`src/rtl/control_decoder_pkg.sv`:
```
// Shared types for the RV32I main control decoder: selector encodings, the
// default ALU operation and the packed bundle of all control outputs.
package control_decoder_pkg;

    typedef enum logic [1:0] {
        OpARs1  = 2'b00,
        OpAPc   = 2'b01,
        OpAZero = 2'b10
    } op_a_sel_e;

    typedef enum logic {
        OpBRs2 = 1'b0,
        OpBImm = 1'b1
    } op_b_sel_e;

    typedef enum logic [1:0] {
        ImmI  = 2'b00,
        ImmS  = 2'b01,
        ImmU  = 2'b10,
        ImmSb = 2'b11
    } imm_sel_e;

    typedef enum logic [1:0] {
        NpcPlus4  = 2'b00,
        NpcBranch = 2'b01,
        NpcJal    = 2'b10,
        NpcJalr   = 2'b11
    } npc_sel_e;

    localparam logic [3:0] ALU_ADD = 4'b0000;

    typedef struct packed {
        logic      write;
        logic      store;
        logic      load;
        logic      branch;
        op_a_sel_e op_a;
        op_b_sel_e op_b;
        imm_sel_e  imm;
        npc_sel_e  npc;
        logic [3:0] aluop;
    } ctrl_t;

endpackage

```
`src/rtl/control_decoder_logic.sv`:
```
// Combinational priority decode of the instruction-class strobes into the
// control bundle. No strobe high yields an all-zero (NOP) bundle.
module control_decoder_logic
    import control_decoder_pkg::*;
(
    input  logic       r_type_i,
    input  logic       i_type_lw_i,
    input  logic       i_type_addi_i,
    input  logic       i_type_jalr_i,
    input  logic       s_type_i,
    input  logic       sb_type_i,
    input  logic       u_type_auipc_i,
    input  logic       u_type_lui_i,
    input  logic       uj_type_i,
    input  logic       func_7_bit_6_i,
    input  logic [2:0] func_3_i,
    output ctrl_t      ctrl_o
);

    // Priority chain: earlier classes win when several strobes are high.
    always_comb begin
        ctrl_o = '0;
        if (r_type_i) begin
            ctrl_o.write = 1'b1;
            ctrl_o.aluop = {func_7_bit_6_i, func_3_i};
        end else if (i_type_lw_i) begin
            ctrl_o.write = 1'b1;
            ctrl_o.load  = 1'b1;
            ctrl_o.op_b  = OpBImm;
            ctrl_o.aluop = ALU_ADD;
        end else if (i_type_addi_i) begin
            ctrl_o.write = 1'b1;
            ctrl_o.op_b  = OpBImm;
            // Only SRAI/SRLI use funct7[5]; other OP-IMM funct3 carry immediate bits there.
            ctrl_o.aluop = {(func_3_i == 3'b101) & func_7_bit_6_i, func_3_i};
        end else if (i_type_jalr_i) begin
            ctrl_o.write = 1'b1;
            ctrl_o.op_b  = OpBImm;
            ctrl_o.npc   = NpcJalr;
            ctrl_o.aluop = ALU_ADD;
        end else if (s_type_i) begin
            ctrl_o.store = 1'b1;
            ctrl_o.op_b  = OpBImm;
            ctrl_o.imm   = ImmS;
            ctrl_o.aluop = ALU_ADD;
        end else if (sb_type_i) begin
            ctrl_o.branch = 1'b1;
            ctrl_o.op_a   = OpAPc;
            ctrl_o.op_b   = OpBImm;
            ctrl_o.imm    = ImmSb;
            ctrl_o.npc    = NpcBranch;
            ctrl_o.aluop  = ALU_ADD;
        end else if (u_type_auipc_i) begin
            ctrl_o.write = 1'b1;
            ctrl_o.op_a  = OpAPc;
            ctrl_o.op_b  = OpBImm;
            ctrl_o.imm   = ImmU;
            ctrl_o.aluop = ALU_ADD;
        end else if (u_type_lui_i) begin
            ctrl_o.write = 1'b1;
            ctrl_o.op_a  = OpAZero;
            ctrl_o.op_b  = OpBImm;
            ctrl_o.imm   = ImmU;
            ctrl_o.aluop = ALU_ADD;
        end else if (uj_type_i) begin
            // J-immediate comes from the dedicated jump adder, so imm stays I.
            ctrl_o.write = 1'b1;
            ctrl_o.op_a  = OpAPc;
            ctrl_o.op_b  = OpBImm;
            ctrl_o.npc   = NpcJal;
            ctrl_o.aluop = ALU_ADD;
        end
    end

endmodule

```
`src/rtl/control_decoder.sv`:
```
// Registered RV32I main control decoder: priority decode followed by one
// asynchronously reset output register (latency 1 cycle).
// Optional macro CONTROL_DECODER_ILLEGAL_EN adds a registered `illegal` flag
// raised when zero or several class strobes are high.
module control_decoder
    import control_decoder_pkg::*;
(
    input  logic       clk,
    input  logic       rst_n,
    input  logic       r_type,
    input  logic       i_type_lw,
    input  logic       i_type_addi,
    input  logic       i_type_jalr,
    input  logic       s_type,
    input  logic       sb_type,
    input  logic       u_type_auipc,
    input  logic       u_type_lui,
    input  logic       uj_type,
    input  logic       func_7_bit_6,
    input  logic [2:0] func_3,
    output logic       write,
    output logic       store,
    output logic       load,
    output logic       branch,
    output logic [1:0] alu_operand_a_selector,
    output logic       alu_operand_b_selector,
    output logic [1:0] immediate_selector,
    output logic [1:0] next_pc_selector,
`ifdef CONTROL_DECODER_ILLEGAL_EN
    output logic       illegal,
`endif
    output logic [3:0] alu_operations_selector
);

    ctrl_t ctrl_d, ctrl_q;

    control_decoder_logic u_logic (
        .r_type_i       (r_type),
        .i_type_lw_i    (i_type_lw),
        .i_type_addi_i  (i_type_addi),
        .i_type_jalr_i  (i_type_jalr),
        .s_type_i       (s_type),
        .sb_type_i      (sb_type),
        .u_type_auipc_i (u_type_auipc),
        .u_type_lui_i   (u_type_lui),
        .uj_type_i      (uj_type),
        .func_7_bit_6_i (func_7_bit_6),
        .func_3_i       (func_3),
        .ctrl_o         (ctrl_d)
    );

    // Output register; reset clears every control to the NOP bundle.
    always_ff @(posedge clk or negedge rst_n) begin
        if (!rst_n) begin
            ctrl_q <= '0;
        end else begin
            ctrl_q <= ctrl_d;
        end
    end

`ifdef CONTROL_DECODER_ILLEGAL_EN
    logic [8:0] strobes;
    logic       illegal_d, illegal_q;

    assign strobes   = {r_type, i_type_lw, i_type_addi, i_type_jalr, s_type,
                        sb_type, u_type_auipc, u_type_lui, uj_type};
    // Legal only when exactly one strobe is set: nonzero and a power of two.
    assign illegal_d = (strobes == 9'd0) || ((strobes & (strobes - 9'd1)) != 9'd0);

    // Registered alongside the controls so it aligns with the same decode.
    always_ff @(posedge clk or negedge rst_n) begin
        if (!rst_n) begin
            illegal_q <= 1'b0;
        end else begin
            illegal_q <= illegal_d;
        end
    end

    assign illegal = illegal_q;
`endif

    assign write                   = ctrl_q.write;
    assign store                   = ctrl_q.store;
    assign load                    = ctrl_q.load;
    assign branch                  = ctrl_q.branch;
    assign alu_operand_a_selector  = ctrl_q.op_a;
    assign alu_operand_b_selector  = ctrl_q.op_b;
    assign immediate_selector      = ctrl_q.imm;
    assign next_pc_selector        = ctrl_q.npc;
    assign alu_operations_selector = ctrl_q.aluop;

endmodule

```
`config.mk`:
```
export PLATFORM = sky130hd
export DESIGN_NAME = control_decoder
export DESIGN_NICKNAME = d
export VERILOG_FILES = /design/src/rtl/control_decoder_pkg.sv /design/src/rtl/control_decoder_logic.sv /design/src/rtl/control_decoder.sv
export SDC_FILE = /design/constraint.sdc
export NUM_CORES = 1
export LEC_CHECK = 0
export BUFFER_PORTS_ARGS = -buffer_cell sky130_fd_sc_hd__buf_2
export CAP_MARGIN = 20
export CORE_MARGIN = 4
export CORE_UTILIZATION = 44
export CTS_CLUSTER_DIAMETER = 60
export DETAILED_ROUTE_END_ITERATION = 10
export HOLD_SLACK_MARGIN = 0.15
export PLACE_DENSITY = 0.79
export SLEW_MARGIN = 10
export SYNTH_ARGS = -nofsm -noshare
export SYNTH_HDL_FRONTEND = slang
export SYNTH_HIERARCHICAL = 1
export SYNTH_SLANG_ARGS = --single-unit
```
`constraint.sdc`:
```
create_clock -name clk -period 0.8 [get_ports clk]
set_clock_uncertainty 0.15 [all_clocks]
set_input_delay 0 -clock clk [delete_from_list [all_inputs] [get_ports clk]]
set_output_delay 0 -clock clk [all_outputs]
set_load 0.03 [all_outputs]
```
==> run metrics, run 1 <==
vias in the first global route=515; total DRC errors in the routed layout=0; core outline area=1366 um^2; number of rows in the core area=13; Crit. End Element=output pin; average wire length per cell after detail routing=12.74 um; iteration count of the initial detailed-routing pass=4; slowest CP cell=dfrtp_1; ratio of cells with drive above 1 in the final layout=0.5667; root buffer cell=clkbuf_4; total placed instance area=862.1 um^2; total count of max-transition violations in the final report=0; setup repair after global routing missed its margin=yes; total CTS buffers=3; Die Width=46.86 um; Netlist cell types=24; top-level I/O count=30; Num Clock Sinks=15; total die area=~2200 um^2; Max Buffers Root-to-Sink=2; top fanout value on the critical path=1; cell depth of the worst min-delay path=2; endpoint of the worst hold-timing path=alu_operations_selector[0]$_DFF_PN0_; max-cap violation count=0; post-placement worst setup slack=-0.2563 ns; total setup violations reported at the end of the flow=15; wire length after detailed routing=1338 um; growth of design area from synthesis to finish=49.53%; FILL cells=about 110; worst path bufs/invs=1; violations in the final reports=hold timing, setup timing; top library cells by usage in the layout, fill and taps aside=dfrtp_1 (15), buf_6 (15), buf_2 (14); dpl cells=100; Hold Slack=-0.2050 ns; antenna viol nets, final=0; RePlAce Congestion=around 0.8; run status=finished, violations left; number of DRC violations after detailed-routing iteration 0=8; total number of vias=532; per-cell via count in the routed design=5.067; slack of the critical path=-0.1587 ns; #FFs+latches synth=15; area of the mapped netlist=664.4 um^2; clock-pin slew reported for the worst setup and hold paths after clock tree synthesis=~0.080 ns; Cell Count, Final, Fillers Out=105; total number of yosys warnings=6; Syn Nets=65; CP required=0.65 ns; wire length of the first global-routing pass=between 2000 and 2500 um; final hold violation count=14; largest net degree at the start of global routing=16; vertical extent of the die=46.86 um; post-route cell area=~990 um^2; number of instances in the synthesized netlist=50; proportion of synthesized chip area in sequential cells=0.5650; number of antenna repair diodes=0; cells traversed along the worst timing path=buf_6; hold-fix buffer count after cts=1; average footprint of a synthesized cell=13.29 um^2; grt total ovfl=0; number of buffers added on ports=29; total global routing track utilization=0.1427; worst relative slew slack=0.7973; H-tree levels=1; Power Density=1512 nW/um^2; Detail Placement HPWL=1047 um; minimum period implied by the final worst setup slack=0.9587 ns; leak pwr=between 0.0004 and 0.0005 uW; top achievable clock speed=between 1000 and 1500 MHz; critical path startpoint category=flop; net count of the finished layout=approximately 110; final-layout setup total negative slack=-2.141 ns; measured slew at the worst slew-check pin=0.3012 ns; Critical Path Max Stage Delay=0.40 ns; type of the tightest min-delay check=input port to flop; HP Start=func_3[0]; Top Family by Delay on Critical Path=flip-flops; antenna violations before repair=0; crit path kind=flop to output pin; share of the cycle needed by the critical path after routing=1.198; CTS tree=built; CP arrival=0.81 ns; worst ir drop on vdd=slightly above 600 uV; starting density of the core=0.4863
==> through the flow <==
step / utilization / power (uW) / hold slack, ns
after floorplan: - / 958.5 / -0.4456
after global placement: 0.6310 / 1066 / -0.2477
after detailed placement: 0.6310 / 1071 / -0.2418
after CTS: 0.7271 / 1515 / -0.2118
after global routing: 0.7271 / 1590 / -0.2079
final: 0.7271 / 1502 / -0.2050
==> cell usage after synthesis (all sizes together) <==
library cell,instances,area [um^2]
a2111oi,1,15.01
a21oi,1,5.000
a22o,1,10.01
a31oi,1,6.260
a32o,1,10.01
and2,1,6.260
and2b,1,8.760
and4b,1,10.01
buf,4,41.29
dfrtp,15,375.4
inv,2,7.510
nand2b,2,12.51
nor2,2,7.510
nor2b,1,6.260
nor3,3,15.01
nor4,4,37.53
nor4b,2,32.53
o21a,4,30.03
o31ai,1,7.510
or3,1,11.26
or3b,1,8.760
==> worst max path at each step <==
stage          slack (ns)                         to                                 from  cells after the start
3_3_place_gp        -0.22           branch$_DFF_PN0_                          i_type_addi                      3
2_1_floorplan       -0.16           branch$_DFF_PN0_                               r_type                      3
3_5_place_dp        -0.26            store$_DFF_PN0_                          i_type_addi                      5
4_1_cts             -0.16  alu_operand_a_selector[0]  alu_operand_a_selector[0]$_DFF_PN0_                      1
5_1_grt             -0.21  alu_operand_a_selector[0]  alu_operand_a_selector[0]$_DFF_PN0_                      1
6_report            -0.16  alu_operand_a_selector[0]  alu_operand_a_selector[0]$_DFF_PN0_                      1
==> flip-flops by register name, indices dropped and copies added, names as in the netlist <==
register                 cells
alu_operations_selector      4
branch                       1
immediate_selector           2
next_pc_selector             2
load                         1
alu_operand_a_selector       2
write                        1
alu_operand_b_selector       1
store                        1
==> routing by layer <==
| layer | routed length, um | global-route usage |
|---|---|---|
| met5 | 0 | 0 |
| met4 | 0 | 0.08287 |
| met3 | 112 | 0.02682 |
| met2 | 687 | 0.2466 |
| met1 | 538 | 0.1631 |
==> report_power, final <==
part	leakage [uW]	switching [uW]	total, uW	internal [uW]
Combinational	0.000274	158	300	142
Sequential	0.000195	12.1	796	783
Clock	0.0000177	221	406	185
Total	0.000486	392	1500	1110
==> area by class of cell <==
class	instances	area, um^2	share of cell area
clock buffer	3	22.52	0.02267
clock inverter	1	5.005	0.005038
inverter	2	7.507	0.007557
multi-input combinational	29	240.2	0.2418
sequential	15	375.4	0.3778
tap	15	18.77	0.01889
timing repair buffer	40	324.1	0.3262
==> what timing repair did <==
action | 4_1_cts | 5_1_grt
endpoints found under the setup margin | 15 | 15
endpoints found under the hold margin | 30 | 30
gates resized for setup | 30 | 0
setup buffers | 0 | 0
==> logic make-up after synthesis <==
group | synth area share
buffers and inverters | 0.07345
AO/OA/AOI/OAI | 0.1262
flip-flops | 0.5650
AND/OR/NAND/NOR | 0.2354
Note: power is estimated with default switching activity, not from simulation.
==> inputs of run 2 (changes only) <==
--- a/config.mk
+++ b/config.mk
@@ -12,6 +12,7 @@
 export CTS_CLUSTER_DIAMETER = 60
 export DETAILED_ROUTE_END_ITERATION = 10
 export HOLD_SLACK_MARGIN = 0.15
+export MAX_ROUTING_LAYER = met4
 export PLACE_DENSITY = 0.79
 export SLEW_MARGIN = 10
 export SYNTH_ARGS = -nofsm -noshare
==> run 2 against run 1 <==
Effect of this change:
- the run still ends with hold timing, setup timing left
- worst hold slack better by 0.00076 ns
- setup slack improved by 0.00098 ns
- utilization did not move
- sequential share of layout area unchanged
- first-iteration DRC count is 13% lower
- wire length grew 0.30%
- die area unchanged
- fmax is 0.10% higher
- count of clock-buffer cells in the layout stayed put
- global-route usage rose by 0.46 points
- cell count unchanged
- design area unchanged
- critical path type unchanged
- critical endpoint unchanged
- largest power group unchanged
==> run metrics, run 2 (synthesis results as in run 1) <==
run status=finished, violations left; violations in the final reports=hold timing, setup timing; CP arrival=roughly 0.81 ns; max reg flops=4; top library cells by usage in the layout, fill and taps aside=dfrtp_1 (15), buf_6 (15), buf_2 (14); max-cap violation count=0; core outline area=1366 um^2; worst ir drop on vdd=620.3 uV; grt total ovfl=0; starting density of the core=0.4863; setup repair after global routing missed its margin=yes; CTS tree=built; RePlAce Congestion=0.8346; Num Clock Sinks=15; H-tree levels=1; CP required=0.65 ns; Power Density=1511 nW/um^2; share of total power in combinational logic=0.200; slack of the critical path=-0.1577 ns; Int Power=1111 uW; number of antenna repair diodes=0; cells traversed along the worst timing path=buf_6; leak pwr=around 0.00049 uW; worst relative slew slack=0.7972; share of the cycle needed by the critical path after routing=1.197; wire length of the first global-routing pass=2152 um; number of DRC violations after detailed-routing iteration 0=7; total CTS buffers=3; Critical Path Max Stage Delay=slightly below 0.4 ns; largest net degree at the start of global routing=16; switching portion of total power=0.2603; number of rows in the core area=13; total global routing track utilization=0.1474; per-cell via count in the routed design=5.086; crit path kind=flop to output pin; average wire length per cell after detail routing=12.78 um; type of the tightest min-delay check=input port to flop; hold-fix buffer count after cts=1; top fanout value on the critical path=1; iteration count of the initial detailed-routing pass=4; Net Switching=between 300 and 400 uW; Seq pwr share=0.530; post-placement worst setup slack=-0.2563 ns; minimum period implied by the final worst setup slack=0.9577 ns; clock share of power=0.270; total number of vias=534; clock-pin slew reported for the worst setup and hold paths after clock tree synthesis=0.08 ns; critical path startpoint category=flop; slowest CP cell=dfrtp_1; Crit. End Element=output pin; wire length after detailed routing=1342 um; vias in the first global route=514; measured slew at the worst slew-check pin=0.3014 ns; Detail Placement HPWL=1047 um; total count of max-transition violations in the final report=0; vertical extent of the die=46.86 um; Die Width=46.86 um; ratio of cells with drive above 1 in the final layout=0.5667; top achievable clock speed=roughly 1000 MHz; antenna viol nets, final=0; final-layout setup total negative slack=-2.134 ns; worst path bufs/invs=1; net count of the finished layout=106; Top Family by Delay on Critical Path=flip-flops; number of buffers added on ports=29; Max Buffers Root-to-Sink=2; Hold Slack=-0.2042 ns; final hold violation count=14; antenna violations before repair=0; total die area=approximately 2200 um^2; total setup violations reported at the end of the flow=15; root buffer cell=clkbuf_4; top-level I/O count=30; growth of design area from synthesis to finish=49.53%; total DRC errors in the routed layout=0
[run 2: cell counts in the layout (fill, tap and decap cells not counted)]
Identical to the previous run, type by type.
[run 2: area by class of cell]
type / instances / area, um^2
clock buffers: 3 / 22.52
flip-flops and latches: 15 / 375.4
multi-input cells: 29 / 240.2
clock inverters: 1 / 5.005
inverters: 2 / 7.507
repair buffers: 40 / 324.1
well taps: 15 / 18.77
fillers: 107 / 372.9
[run 2: worst paths after layout]
check / end / from / slack [ns] / depth (start not counted)
max: alu_operand_a_selector[0] / alu_operand_a_selector[0]$_DFF_PN0_ / -0.16 / 1
min: alu_operations_selector[0]$_DFF_PN0_ / func_3[0] / -0.20 / 2
max in group asynchronous: alu_operand_a_selector[0]$_DFF_PN0_ / rst_n / 0.27 / 2
min in group asynchronous: write$_DFF_PN0_ / rst_n / 0 / 2
[run 2: what timing repair did]
item	in CTS	in global routing
pin swaps	0	0
gates resized for setup	30	0
setup endpoints to repair	15	15
setup buffers	0	0
endpoints found under the hold margin	30	30
[run 2: metal layers]
metal	track usage	share of wire	up-vias
li1	-	-	260
met2	0.2466	0.51	23
met3	0.02682	0.083	2
met4	0.08287	0.0089	0
met1	0.1631	0.40	249
met5	-	0	-
[run 2: through the flow]
step | hold slack (ns) | instances | utilization | area [um^2] | total power, uW
after floorplan | -0.4456 | 50 | - | 668.1 | 958.5
after global placement | -0.2477 | 100 | 0.6310 | 862.1 | 1066
after detailed placement | -0.2418 | 100 | 0.6310 | 862.1 | 1071
after CTS | -0.2118 | 105 | 0.7271 | 993.5 | 1515
after global routing | -0.2079 | 105 | 0.7271 | 993.5 | 1590
final | -0.2042 | 105 | 0.7271 | 993.5 | 1501
[run 2: power groups by stage]
stage | Clock [uW] | Combinational, uW | Sequential (uW)
2_1_floorplan | 0 | 98.3 | 860
6_report | 405 | 301 | 796
3_5_place_dp | 0 | 267 | 804
3_3_place_gp | 0 | 263 | 803
5_1_grt | 468 | 324 | 798
4_1_cts | 418 | 302 | 796
==> inputs of run 3 (changes only) <==
--- a/config.mk
+++ b/config.mk
@@ -8,12 +8,12 @@
 export BUFFER_PORTS_ARGS = -buffer_cell sky130_fd_sc_hd__buf_2
 export CAP_MARGIN = 20
 export CORE_MARGIN = 4
-export CORE_UTILIZATION = 44
+export CORE_UTILIZATION = 42
 export CTS_CLUSTER_DIAMETER = 60
 export DETAILED_ROUTE_END_ITERATION = 10
 export HOLD_SLACK_MARGIN = 0.15
 export MAX_ROUTING_LAYER = met4
-export PLACE_DENSITY = 0.79
+export PLACE_DENSITY = 0.76
 export SLEW_MARGIN = 10
 export SYNTH_ARGS = -nofsm -noshare
 export SYNTH_HDL_FRONTEND = slang
==> run 3 against run 2 <==
Effect of this change:
- the run still ends with hold timing, setup timing left
- cell count is 0.95% lower
- non-clock buffer count is 2 lower
- critical path type unchanged
- highest routed layer unchanged
- sequential share of layout area is 0.53 points higher
- largest cell class unchanged
- die area is 3.9% higher
==> run metrics, run 3 (synthesis results as in run 1) <==
cells traversed along the worst timing path=buf_6; dpl cells=99; CP required=0.65 ns; type of the tightest min-delay check=input port to flop; iteration count of the initial detailed-routing pass=4; ratio of cells with drive above 1 in the final layout=0.5568; setup fix buffers added after clock tree synthesis=0; H-tree levels=1; wire length after detailed routing=between 1000 and 1500 um; startpoint of the worst setup timing path=next_pc_selector[1]$_DFF_PN0_; top achievable clock speed=1030 MHz; worst relative slew slack=0.7808; largest net degree at the start of global routing=16; Net Switching=424.7 uW; hold-fix buffer count after cts=1; average wire length per cell after detail routing=14.38 um; measured slew at the worst slew-check pin=approximately 0.33 ns; Die Width=47.77 um; Cell Count, Final, Fillers Out=104; share of the cycle needed by the critical path after routing=1.214; net count of the finished layout=roughly 100; antenna viol nets, final=0; setup repair after global routing missed its margin=yes; slack of the critical path=-0.1709 ns; max reg flops=4; grt total ovfl=0; run status=finished, violations left; clock share of power=0.285; CTS tree=built; Top Family by Delay on Critical Path=flip-flops; Critical Path Sink=next_pc_selector[1]; total setup violations reported at the end of the flow=15; worst path bufs/invs=1; starting density of the core=0.4410; slowest CP cell=dfrtp_1; total CTS buffers=3; critical path startpoint category=flop; Int Power=between 1000 and 1500 uW; antenna violations before repair=0; final-layout setup total negative slack=-2.336 ns; number of cells on the critical path=1; cell depth of the worst min-delay path=2; clock-pin slew reported for the worst setup and hold paths after clock tree synthesis=0.09 ns; total count of max-transition violations in the final report=0; growth of design area from synthesis to finish=47.46%; Power Density=1562 nW/um^2; number of antenna repair diodes=0; share of total power in combinational logic=0.195; number of rows in the core area=14; total number of vias=548; Max Buffers Root-to-Sink=2; total global routing track utilization=0.1468; FILL cells=115; worst ir drop on vdd=850.3 uV; per-cell via count in the routed design=between 5 and 6; total DRC errors in the routed layout=0; Num Clock Sinks=15; final hold violation count=29; vertical extent of the die=47.77 um; top-level I/O count=30; minimum period implied by the final worst setup slack=0.9709 ns; CP arrival=0.82 ns; top fanout value on the critical path=1; max-cap violation count=0; top library cells by usage in the layout, fill and taps aside=dfrtp_1 (15), buf_6 (15), buf_2 (14); violations in the final reports=hold timing, setup timing; total die area=~2300 um^2; Seq pwr share=0.520; Hold Slack=-0.2181 ns; RePlAce Congestion=0.7485; switching portion of total power=0.2776; number of buffers added on ports=29; core outline area=1506 um^2; wire length of the first global-routing pass=2290 um; number of DRC violations after detailed-routing iteration 0=1; root buffer cell=clkbuf_4; Critical Path Max Stage Delay=around 0.40 ns; crit path kind=flop to output pin; Detail Placement HPWL=roughly 1100 um; vias in the first global route=about 540; leak pwr=0.0004768 uW; Crit. End Element=output pin
run 3: cell count changes in the layout (fill, tap and decap cells not counted), sizes merged:
cell,previous run,this run
buf,39,37
run 3: how the worst min path moves through the flow:
stage	start	to	slack (ns)
finish	func_3[2]	alu_operations_selector[2]$_DFF_PN0_	-0.22
global route	func_3[2]	alu_operations_selector[2]$_DFF_PN0_	-0.21
CTS	func_3[1]	alu_operations_selector[1]$_DFF_PN0_	-0.22
detailed placement	rst_n	load$_DFF_PN0_	-0.23
global placement	rst_n	alu_operations_selector[3]$_DFF_PN0_	-0.24
floorplan	rst_n	alu_operand_a_selector[0]$_DFF_PN0_	-0.45
run 3: final cells by class:
cell class	instances	area [um^2]	area share
Clock inverter	1	5.005	0.005109
Clock buffer	3	22.52	0.02299
Inverter	2	7.507	0.007663
Multi-Input combinational cell	29	240.2	0.2452
Timing Repair Buffer	38	309.0	0.3155
Sequential cell	15	375.4	0.3831
Tap cell	16	20.02	0.02043
run 3: power groups by stage:
stage | Sequential (uW) | Clock [uW] | Combinational, uW
after floorplan | 860 | 0 | 98.3
after global placement | 803 | 0 | 259
after detailed placement | 804 | 0 | 264
after CTS | 796 | 446 | 299
after global routing | 799 | 466 | 321
final | 796 | 436 | 298
run 3: what timing repair did:
action,in CTS,in global routing
endpoints found under the setup margin,15,16
resized for setup,30,0
pin swaps,0,2
endpoints found under the hold margin,30,30
run 3: metrics by stage:
stage	worst slack [ns]	total power, uW	hold WS (ns)	util	area (um^2)
after floorplan	-0.1576	958.5	-0.4456	-	668.1
after global placement	-0.2444	1062	-0.2410	0.5631	848.3
after detailed placement	-0.2812	1068	-0.2319	0.5631	848.3
after CTS	-0.1775	1541	-0.2219	0.6503	979.7
after global routing	-0.1977	1586	-0.2139	0.6503	979.7
final	-0.1709	1530	-0.2181	0.6503	979.7
run 3: layer usage:
metal  vias up  wire length, um  global-route usage
li1        255                -                   -
met4         0               16             0.04839
met2        21              811              0.2586
met3         2               75             0.01128
met5         -                0                   -
met1       270              592              0.1748
